==> config.mk <==
export PLATFORM = sky130hd
export DESIGN_NAME = multicycle_control_flat
export DESIGN_NICKNAME = d
export VERILOG_FILES = /design/src/rtl/multicycle_control_pkg.sv /design/src/rtl/multicycle_control_if.sv /design/src/rtl/multicycle_control_instr_decode.sv /design/src/rtl/multicycle_control.sv /design/src/flat_wrapper.sv
export SDC_FILE = /design/constraint.sdc
export NUM_CORES = 1
export LEC_CHECK = 0
export BUFFER_PORTS_ARGS = -buffer_cell sky130_fd_sc_hd__buf_2
export CAP_MARGIN = 20
export CORE_MARGIN = 2
export CORE_UTILIZATION = 45
export CTS_BUF_LIST = sky130_fd_sc_hd__clkbuf_4 sky130_fd_sc_hd__clkbuf_8
export DETAILED_ROUTE_END_ITERATION = 7
export PLACE_DENSITY = 0.74
export SLEW_MARGIN = 20
export SYNTH_ARGS = -nofsm -noshare
export SYNTH_HDL_FRONTEND = slang
export SYNTH_SLANG_ARGS = --single-unit
==> constraint.sdc <==
create_clock -name clk -period 4.5 [get_ports clk]
set_clock_uncertainty 0.15 [all_clocks]
set_input_delay 0 -clock clk [delete_from_list [all_inputs] [get_ports clk]]
set_output_delay 0 -clock clk [all_outputs]
set_load 0.01 [all_outputs]
==> src/rtl/multicycle_control_pkg.sv <==
// -----------------------------------------------------------------------------
// cpu_pkg
// Shared types and constants for the RV32I multi-cycle core: ALU operation
// codes, control FSM states, decoded instruction classes and major opcodes.
// Imported by the control FSM, the decoder, the ALU and the testbenches.
// -----------------------------------------------------------------------------
package cpu_pkg;

  typedef enum logic [2:0] {
    ALU_ADD = 3'd0,
    ALU_SUB = 3'd1,
    ALU_AND = 3'd2,
    ALU_OR  = 3'd3,
    ALU_XOR = 3'd4,
    ALU_SLL = 3'd5,
    ALU_SRL = 3'd6,
    ALU_SLT = 3'd7
  } alu_op_t;

  typedef enum logic [2:0] {
    S_IDLE   = 3'd0,
    S_FETCH  = 3'd1,
    S_DECODE = 3'd2,
    S_EXEC   = 3'd3,
    S_MEM    = 3'd4,
    S_WB     = 3'd5,
    S_HALT   = 3'd6
  } ctrl_state_t;

  // R-type and OP-IMM share one class; they differ only in alu_src_b.
  typedef enum logic [1:0] {
    CLS_ALU    = 2'd0,
    CLS_LOAD   = 2'd1,
    CLS_STORE  = 2'd2,
    CLS_SYSTEM = 2'd3
  } instr_class_t;

  localparam logic [6:0] OP_R      = 7'b0110011;
  localparam logic [6:0] OP_IMM    = 7'b0010011;
  localparam logic [6:0] OP_LOAD   = 7'b0000011;
  localparam logic [6:0] OP_STORE  = 7'b0100011;
  localparam logic [6:0] OP_SYSTEM = 7'b1110011;

  // Only word-sized loads and stores are implemented.
  localparam logic [2:0] F3_WORD   = 3'b010;

  // funct3 -> ALU operation. sub_en selects SUB for funct3=000 (R-type with
  // funct7[5] set). funct3=011 has no mapping; the caller flags it illegal.
  function automatic alu_op_t funct3_to_alu(input logic [2:0] f3,
                                            input logic       sub_en);
    alu_op_t op;
    case (f3)
      3'b000:  op = sub_en ? ALU_SUB : ALU_ADD;
      3'b111:  op = ALU_AND;
      3'b110:  op = ALU_OR;
      3'b100:  op = ALU_XOR;
      3'b001:  op = ALU_SLL;
      3'b101:  op = ALU_SRL;
      3'b010:  op = ALU_SLT;
      default: op = ALU_ADD;
    endcase
    return op;
  endfunction

endpackage

==> src/rtl/multicycle_control_if.sv <==
// -----------------------------------------------------------------------------
// multicycle_control_if
// Request/ready handshake between the control FSM and data memory.
//   dmem_req   : access request, high for every cycle of the access
//   dmem_we    : access is a store (qualified by dmem_req)
//   dmem_ready : memory has completed the current access
// Handshake: an access completes on the rising edge where dmem_req and
// dmem_ready are both high. Once raised, dmem_req stays high until that edge
// (only reset can drop it early). dmem_ready is ignored while dmem_req is low.
// Modports: master = control FSM, slave = data memory.
// -----------------------------------------------------------------------------
interface multicycle_control_if;
  logic dmem_req;
  logic dmem_we;
  logic dmem_ready;

  modport master (output dmem_req, output dmem_we, input dmem_ready);
  modport slave  (input dmem_req, input dmem_we, output dmem_ready);
endinterface

==> src/rtl/multicycle_control_instr_decode.sv <==
// -----------------------------------------------------------------------------
// instr_decode
// Purely combinational decode of the latched instruction register.
// Ports:
//   i_ir          in  32  instruction register contents
//   o_class       out     instruction class (ALU / LOAD / STORE / SYSTEM)
//   o_alu_op      out     ALU operation for EXEC and MEM
//   o_alu_src_b   out     ALU B operand: 0 = rs2, 1 = immediate
//   o_illegal     out     unsupported opcode or funct3
//   o_rd_is_zero  out     destination register is x0
// -----------------------------------------------------------------------------
module instr_decode
  import cpu_pkg::*;
(
  input  logic [31:0]  i_ir,
  output instr_class_t o_class,
  output alu_op_t      o_alu_op,
  output logic         o_alu_src_b,
  output logic         o_illegal,
  output logic         o_rd_is_zero
);

  logic [6:0] w_opcode;
  logic [2:0] w_funct3;
  logic       w_funct7_b5;
  logic       w_unused_ir;

  assign w_opcode     = i_ir[6:0];
  assign w_funct3     = i_ir[14:12];
  assign w_funct7_b5  = i_ir[30];
  assign o_rd_is_zero = (i_ir[11:7] == 5'd0);
  // Register specifiers and immediates belong to the datapath, not control.
  assign w_unused_ir  = ^{i_ir[31], i_ir[29:15]};

  always_comb begin
    o_class     = CLS_SYSTEM;
    o_alu_op    = ALU_ADD;
    o_alu_src_b = 1'b0;
    o_illegal   = 1'b0;
    case (w_opcode)
      OP_R: begin
        o_class   = CLS_ALU;
        o_alu_op  = funct3_to_alu(w_funct3, w_funct7_b5);
        o_illegal = (w_funct3 == 3'b011);
      end
      OP_IMM: begin
        // No SUBI: bit 30 is part of the immediate here.
        o_class     = CLS_ALU;
        o_alu_op    = funct3_to_alu(w_funct3, 1'b0);
        o_alu_src_b = 1'b1;
        o_illegal   = (w_funct3 == 3'b011);
      end
      OP_LOAD: begin
        o_class     = CLS_LOAD;
        o_alu_src_b = 1'b1;
        o_illegal   = (w_funct3 != F3_WORD);
      end
      OP_STORE: begin
        o_class     = CLS_STORE;
        o_alu_src_b = 1'b1;
        o_illegal   = (w_funct3 != F3_WORD);
      end
      OP_SYSTEM: begin
        o_class = CLS_SYSTEM;
      end
      default: begin
        o_illegal = 1'b1;
      end
    endcase
  end

endmodule

==> src/rtl/multicycle_control.sv <==
// -----------------------------------------------------------------------------
// multicycle_control
// Multi-cycle control FSM for the RV32I core. Owns the instruction register,
// sequences FETCH/DECODE/EXEC/MEM/WB and drives every datapath enable/select.
// Ports:
//   clk          in        rising-edge clock
//   reset        in        asynchronous active-low reset
//   run          in        start request, sampled only in IDLE
//   instruction  in  32    instruction-memory output for the current PC
//   dmem         master    data-memory request/ready handshake
//   ir_write     out       latch instruction into the IR (FETCH)
//   pc_write     out       advance PC; marks the retiring cycle
//   reg_write    out       register-file write (WB, not for rd=x0)
//   alu_op       out  3    ALU operation (EXEC, MEM)
//   alu_src_b    out       ALU B select (EXEC, MEM)
//   wb_sel       out       writeback source: 1 = load data (WB)
//   halted       out       core stopped on ECALL or illegal instruction
//   illegal      out       stop was caused by an illegal instruction
//   retired      out  RW   retired-instruction count, wraps
//   dbg_state    out       current FSM state
// -----------------------------------------------------------------------------
module multicycle_control
  import cpu_pkg::*;
#(
  parameter int RETIRE_W = 16
) (
  input  logic                  clk,
  input  logic                  reset,
  input  logic                  run,
  input  logic [31:0]           instruction,
  multicycle_control_if.master  dmem,
  output logic                  ir_write,
  output logic                  pc_write,
  output logic                  reg_write,
  output alu_op_t               alu_op,
  output logic                  alu_src_b,
  output logic                  wb_sel,
  output logic                  halted,
  output logic                  illegal,
  output logic [RETIRE_W-1:0]   retired,
  output ctrl_state_t           dbg_state
);

  ctrl_state_t         r_state;
  ctrl_state_t         w_next_state;
  logic [31:0]         r_ir;
  logic                r_illegal;
  logic [RETIRE_W-1:0] r_retired;

  logic                w_retire;
  logic                w_enter_halt;

  instr_class_t        w_dec_class;
  alu_op_t             w_dec_alu_op;
  logic                w_dec_alu_src_b;
  logic                w_dec_illegal;
  logic                w_dec_rd_is_zero;

  instr_decode u_decode (
    .i_ir         (r_ir),
    .o_class      (w_dec_class),
    .o_alu_op     (w_dec_alu_op),
    .o_alu_src_b  (w_dec_alu_src_b),
    .o_illegal    (w_dec_illegal),
    .o_rd_is_zero (w_dec_rd_is_zero)
  );

  always_ff @(posedge clk or negedge reset) begin
    if (!reset) begin
      r_state   <= S_IDLE;
      r_ir      <= 32'd0;
      r_illegal <= 1'b0;
      r_retired <= '0;
    end else begin
      r_state <= w_next_state;
      if (ir_write) begin
        r_ir <= instruction;
      end
      // Only written on the way into HALT, so the cause stays sticky there.
      if (w_enter_halt) begin
        r_illegal <= w_dec_illegal;
      end
      if (w_retire) begin
        r_retired <= r_retired + RETIRE_W'(1);
      end
    end
  end

  always_comb begin
    w_next_state  = r_state;
    ir_write      = 1'b0;
    pc_write      = 1'b0;
    reg_write     = 1'b0;
    alu_op        = ALU_ADD;
    alu_src_b     = 1'b0;
    wb_sel        = 1'b0;
    dmem.dmem_req = 1'b0;
    dmem.dmem_we  = 1'b0;
    halted        = 1'b0;
    illegal       = 1'b0;
    w_retire      = 1'b0;
    w_enter_halt  = 1'b0;

    case (r_state)
      S_IDLE: begin
        if (run) begin
          w_next_state = S_FETCH;
        end
      end
      S_FETCH: begin
        ir_write     = 1'b1;
        w_next_state = S_DECODE;
      end
      S_DECODE: begin
        if (w_dec_illegal || (w_dec_class == CLS_SYSTEM)) begin
          w_enter_halt = 1'b1;
          w_next_state = S_HALT;
        end else begin
          w_next_state = S_EXEC;
        end
      end
      S_EXEC: begin
        alu_op    = w_dec_alu_op;
        alu_src_b = w_dec_alu_src_b;
        if ((w_dec_class == CLS_LOAD) || (w_dec_class == CLS_STORE)) begin
          w_next_state = S_MEM;
        end else begin
          w_next_state = S_WB;
        end
      end
      S_MEM: begin
        // ALU keeps computing the address so the datapath sees it stable.
        alu_op        = w_dec_alu_op;
        alu_src_b     = w_dec_alu_src_b;
        dmem.dmem_req = 1'b1;
        dmem.dmem_we  = (w_dec_class == CLS_STORE);
        if (dmem.dmem_ready) begin
          if (w_dec_class == CLS_STORE) begin
            // A store has no writeback; it retires on its completing cycle.
            pc_write     = 1'b1;
            w_retire     = 1'b1;
            w_next_state = S_FETCH;
          end else begin
            w_next_state = S_WB;
          end
        end
      end
      S_WB: begin
        reg_write    = !w_dec_rd_is_zero;
        wb_sel       = (w_dec_class == CLS_LOAD);
        pc_write     = 1'b1;
        w_retire     = 1'b1;
        w_next_state = S_FETCH;
      end
      S_HALT: begin
        halted  = 1'b1;
        illegal = r_illegal;
      end
      default: begin
        w_next_state = S_IDLE;
      end
    endcase
  end

  assign retired   = r_retired;
  assign dbg_state = r_state;

endmodule

==> src/flat_wrapper.sv <==
// flat-port wrapper written by rule: the top's interface ports become plain ports
module multicycle_control_flat import cpu_pkg::*;
#(
  parameter int RETIRE_W = 16
)
  (clk, reset, run, instruction, ir_write, pc_write, reg_write, alu_op, alu_src_b, wb_sel, halted, illegal, retired, dbg_state, dmem_dmem_req, dmem_dmem_we, dmem_dmem_ready);
  multicycle_control_if dmem_i ();
  input  logic clk;
  input  logic reset;
  input  logic run;
  input  logic [31:0] instruction;
  output logic ir_write;
  output logic pc_write;
  output logic reg_write;
  output alu_op_t alu_op;
  output logic alu_src_b;
  output logic wb_sel;
  output logic halted;
  output logic illegal;
  output logic [RETIRE_W-1:0] retired;
  output ctrl_state_t dbg_state;
  output wire logic [$bits(dmem_i.dmem_req)-1:0] dmem_dmem_req;
  output wire logic [$bits(dmem_i.dmem_we)-1:0] dmem_dmem_we;
  input wire logic [$bits(dmem_i.dmem_ready)-1:0] dmem_dmem_ready;
  assign dmem_dmem_req = dmem_i.dmem_req;
  assign dmem_dmem_we = dmem_i.dmem_we;
  assign dmem_i.dmem_ready = dmem_dmem_ready;
  multicycle_control #(.RETIRE_W(RETIRE_W)) u_core (.clk(clk), .reset(reset), .run(run), .instruction(instruction), .dmem(dmem_i), .ir_write(ir_write), .pc_write(pc_write), .reg_write(reg_write), .alu_op(alu_op), .alu_src_b(alu_src_b), .wb_sel(wb_sel), .halted(halted), .illegal(illegal), .retired(retired), .dbg_state(dbg_state));
endmodule
==> reports/summary.md <==
The total count of hold-check failures in the final report came out at 0. Leading area contributor after synthesis: dfrtp_1. The tightest min-delay check is of the in -> async type. The max-slew violation total from the final report is 0, and the register bit count reported by yosys is 36. Largest voltage drop on the vdd net: 0.301 mV.

The tools report the number of global-route vias before repair as 1,341. After layout, the worst path uses 59.1% of the clock period. Relative to the synthesized area, the layout overhead comes to 32.0%. The share of layout cells above drive strength 1 was 35.9%. The tools report the number of synthesis warnings as 0. The largest stage delay on the critical path is 0.55 ns, and the clock latency on the worst-skew pair is 0.28 ns.

The H-tree was split into 2 levels. The run gives 0 as the count of buffers added by post-CTS timing repair for setup. The actual slew at the worst max-slew pin was 0.794 ns. The floorplan step defined a die boundary enclosing 0.00448 mm².

By startpoint and endpoint, the worst setup path is classified as reg -> reg. Global routing used 17.7% of the available tracks. Once detail routing completed, the nets flagged for antenna violations numbered 0. After clock tree synthesis, the clock-pin slew on the worst setup and hold paths is 0.07 ns. Count of buffers from port buffering: 50. Global routing finished with a remaining overflow of 0. The number of cells produced by synthesis came out at 159. In this run the power density over the cells is 536 mW/mm². During I/O placement, the number of pins put on the boundary was 67.

The run gives 271 as the net total in the final layout. Entering global routing, the biggest net connects 37 pins. The run finished with clean final reports. Among the stages of the critical path, the cell type that occurs most often is o21ai_0.

The initial utilization of the core area, before any placement, comes to 47.7%. Walking the worst path, the cells encountered are nand4bb_1, nor2_1, o21ai_0, ha_1, o21ai_0, nor2b_1, o211a_1, dlygate4sd3_1. The buffer depth of the longest clock path is 2. The element type at the critical path start was a register. Sequential elements use 50.5% of the synthesized area. Worst endpoint data arrival time: 2.68 ns. The run gives 5940 µm as the wire length of the first global-routing pass. The leading cell type by number of instances after synthesis was dfrtp_1.

Height of the die: 67.0 µm. In the post-synthesis netlist, the biggest area contributors are dfrtp_1 (50%), mux2_2 (10%), xnor2_1 (5.9%), ha_1 (2.8%), nand2_1 (2.3%). The proportion of register bits with asynchronous set or reset after synthesis is 100%. The initial antenna violation count is 0. For the maximum clock frequency, the log shows 376 MHz. The run gives 36 as the TritonCTS sink count.

After synthesis, the netlist uses 40 different library cells. The initialized floorplan defines 22 standard-cell rows. The overall die width was 67.0 µm; the total of max-cap violations was 0.

The analysis attributes to cell leakage a power of 1.15 nW. The area after detailed placement was 0.00207 mm². Endpoint kind of the worst setup timing path: a register. In this run, CTS created clock tree buffers numbering 5. For the weighted congestion at the end of routability-driven global placement, the log shows 0.778. The logs give 4 for the first-pass iteration count of the detailed router and 47.0% for the headroom to the max-slew limit. The run gives 0.00235 mm² as the design area.

In this run the cell area of the synthesized design comes to 0.00178 mm². After detailed routing, the number of vias per cell comes to 4.93. Setup repair after global routing left no endpoint under its margin. The worst path in the final design needs a cycle of 2.66 ns, including I/O delays and setup.

The tools report the first-iteration detailed-routing DRC count as 74. Across all layers, the routed design uses 1,376 vias. The routed design has 3690 µm of wire. Detailed placement finished with a half-perimeter wire length of 2400 µm. The worst-path cell with the longest stage delay was dlygate4sd3_1.

Synthesis produced a netlist with a net count of 199. The root buffer cell chosen for the clock tree is clkbuf_8. 0 antenna diodes ended up in the layout. Along the worst path, the maximum fanout reaches 4.

For the worst setup path, the data required time is 4.52 ns. For this run, design rule violations remaining after detail routing come to 0. The area share of the largest cell type after synthesis was 50.5%. Sorting the synthesized cells by how often they occur yields dfrtp_1 (36), mux2_2 (16), xnor2_1 (12). The total negative slack for setup checks was 0 ns. The core box area was 0.00374 mm²; the detailed-route wire length per cell was 13.2 µm. Number of flops mapped to enable cells by yosys: 0. Each instance of the synthesized netlist takes up on average 11.2 µm². TritonCTS built the clock tree. Setup violations remaining at the end of the flow were counted as 0. For this run, the leading register cell type out of synthesis is dfrtp_1.
[sequential cells by signal (all words and copies together), names as in the netlist]
name,flops
u_core.r_illegal,1
u_core.retired,16
u_core.r_ir,16
u_core.dbg_state,3
[layout make-up]
cell class | count | area, µm²
Multi-Input combinational cell | 112 | 836
Timing Repair Buffer | 71 | 458
Fill cell | 340 | 1390
Sequential cell | 36 | 901
Clock inverter | 1 | 5.00
Inverter | 5 | 18.8
Clock buffer | 6 | 76.3
Tap cell | 48 | 60.1
[routing by layer]
layer | vias to the layer above | share of wire, % | global-route usage (%)
met1 | 647 | 46 | 22.2
li1 | 694 | - | -
met4 | 0 | 1.0 | 6.63
met2 | 31 | 49 | 29.9
met5 | - | 0 | 0
met3 | 4 | 3.9 | 3.89
[what timing repair did]
item,4_1_cts,5_1_grt
hold buffers,20,0
gates resized for setup,0,0
endpoints found under the hold margin,54,0
[power by group]
group,switching (mW),internal (mW)
logic,0.210,0.260
clock network,0.104,0.111
registers,0.137,0.440
[kinds of logic after synthesis]
| kind of cell | synth area share (%) |
|---|---|
| xor+xnor | 7.85 |
| simple gates | 19.1 |
| fa+ha+maj | 2.81 |
| compound gates | 6.66 |
| buf+inv | 2.94 |
| flops | 50.5 |
| mux | 10.1 |
[layout by cell type, fill, tap and decap left out, drive strengths merged, types with 3 or more instances in the layout]
master and instances:
a21oi 6, and3 5, buf 51, clkbuf 6, dfrtp 36, dlygate4sd3 20
ha 4, inv 5, mux2 16, nand2 11, nand3 6, nand4 4
nor2 10, nor3 3, o21ai 8, xnor2 12, xor2 4
[stage by stage]
stage                     setup WS, ns  instances  hold WS (ns)  util (%)  total power [mW]
after CTS                         1.81        279         0.229      62.9              1.27
after global placement            2.11        252       -0.0134      55.4              1.02
after global routing              1.65        279         0.259      62.9              1.36
final                             1.84        279         0.189      62.9              1.26
after detailed placement          2.04        252       -0.0124      55.4              1.03
after floorplan                   2.26        159        -0.446         -             0.898
[worst max-delay path, delay by kind of cell (launching register included)]
kind | cells | cell delay (ns)
AND/OR/NAND/NOR | 3 | 0.70
flip-flops | 1 | 0.37
AO/OA/AOI/OAI | 3 | 0.46
adder cells (fa/ha/maj) | 1 | 0.32
buffers and inverters | 1 | 0.55
[worst paths after layout]
path,slack (ns),depth (start not counted),start,to
worst max-delay path,1.84,8,u_core.r_ir[2],u_core.dbg_state[0]
worst min-delay path,0.19,2,reset,u_core.dbg_state[0]
worst max register to register,1.84,8,u_core.r_ir[2],u_core.dbg_state[0]
worst min register to register,0.32,2,u_core.r_illegal,u_core.r_illegal
max in group asynchronous,3.50,2,reset,u_core.r_ir[9]
min in group clk,0.32,2,u_core.r_illegal,u_core.r_illegal
No activity file was read; power rests on OpenSTA's default activity.
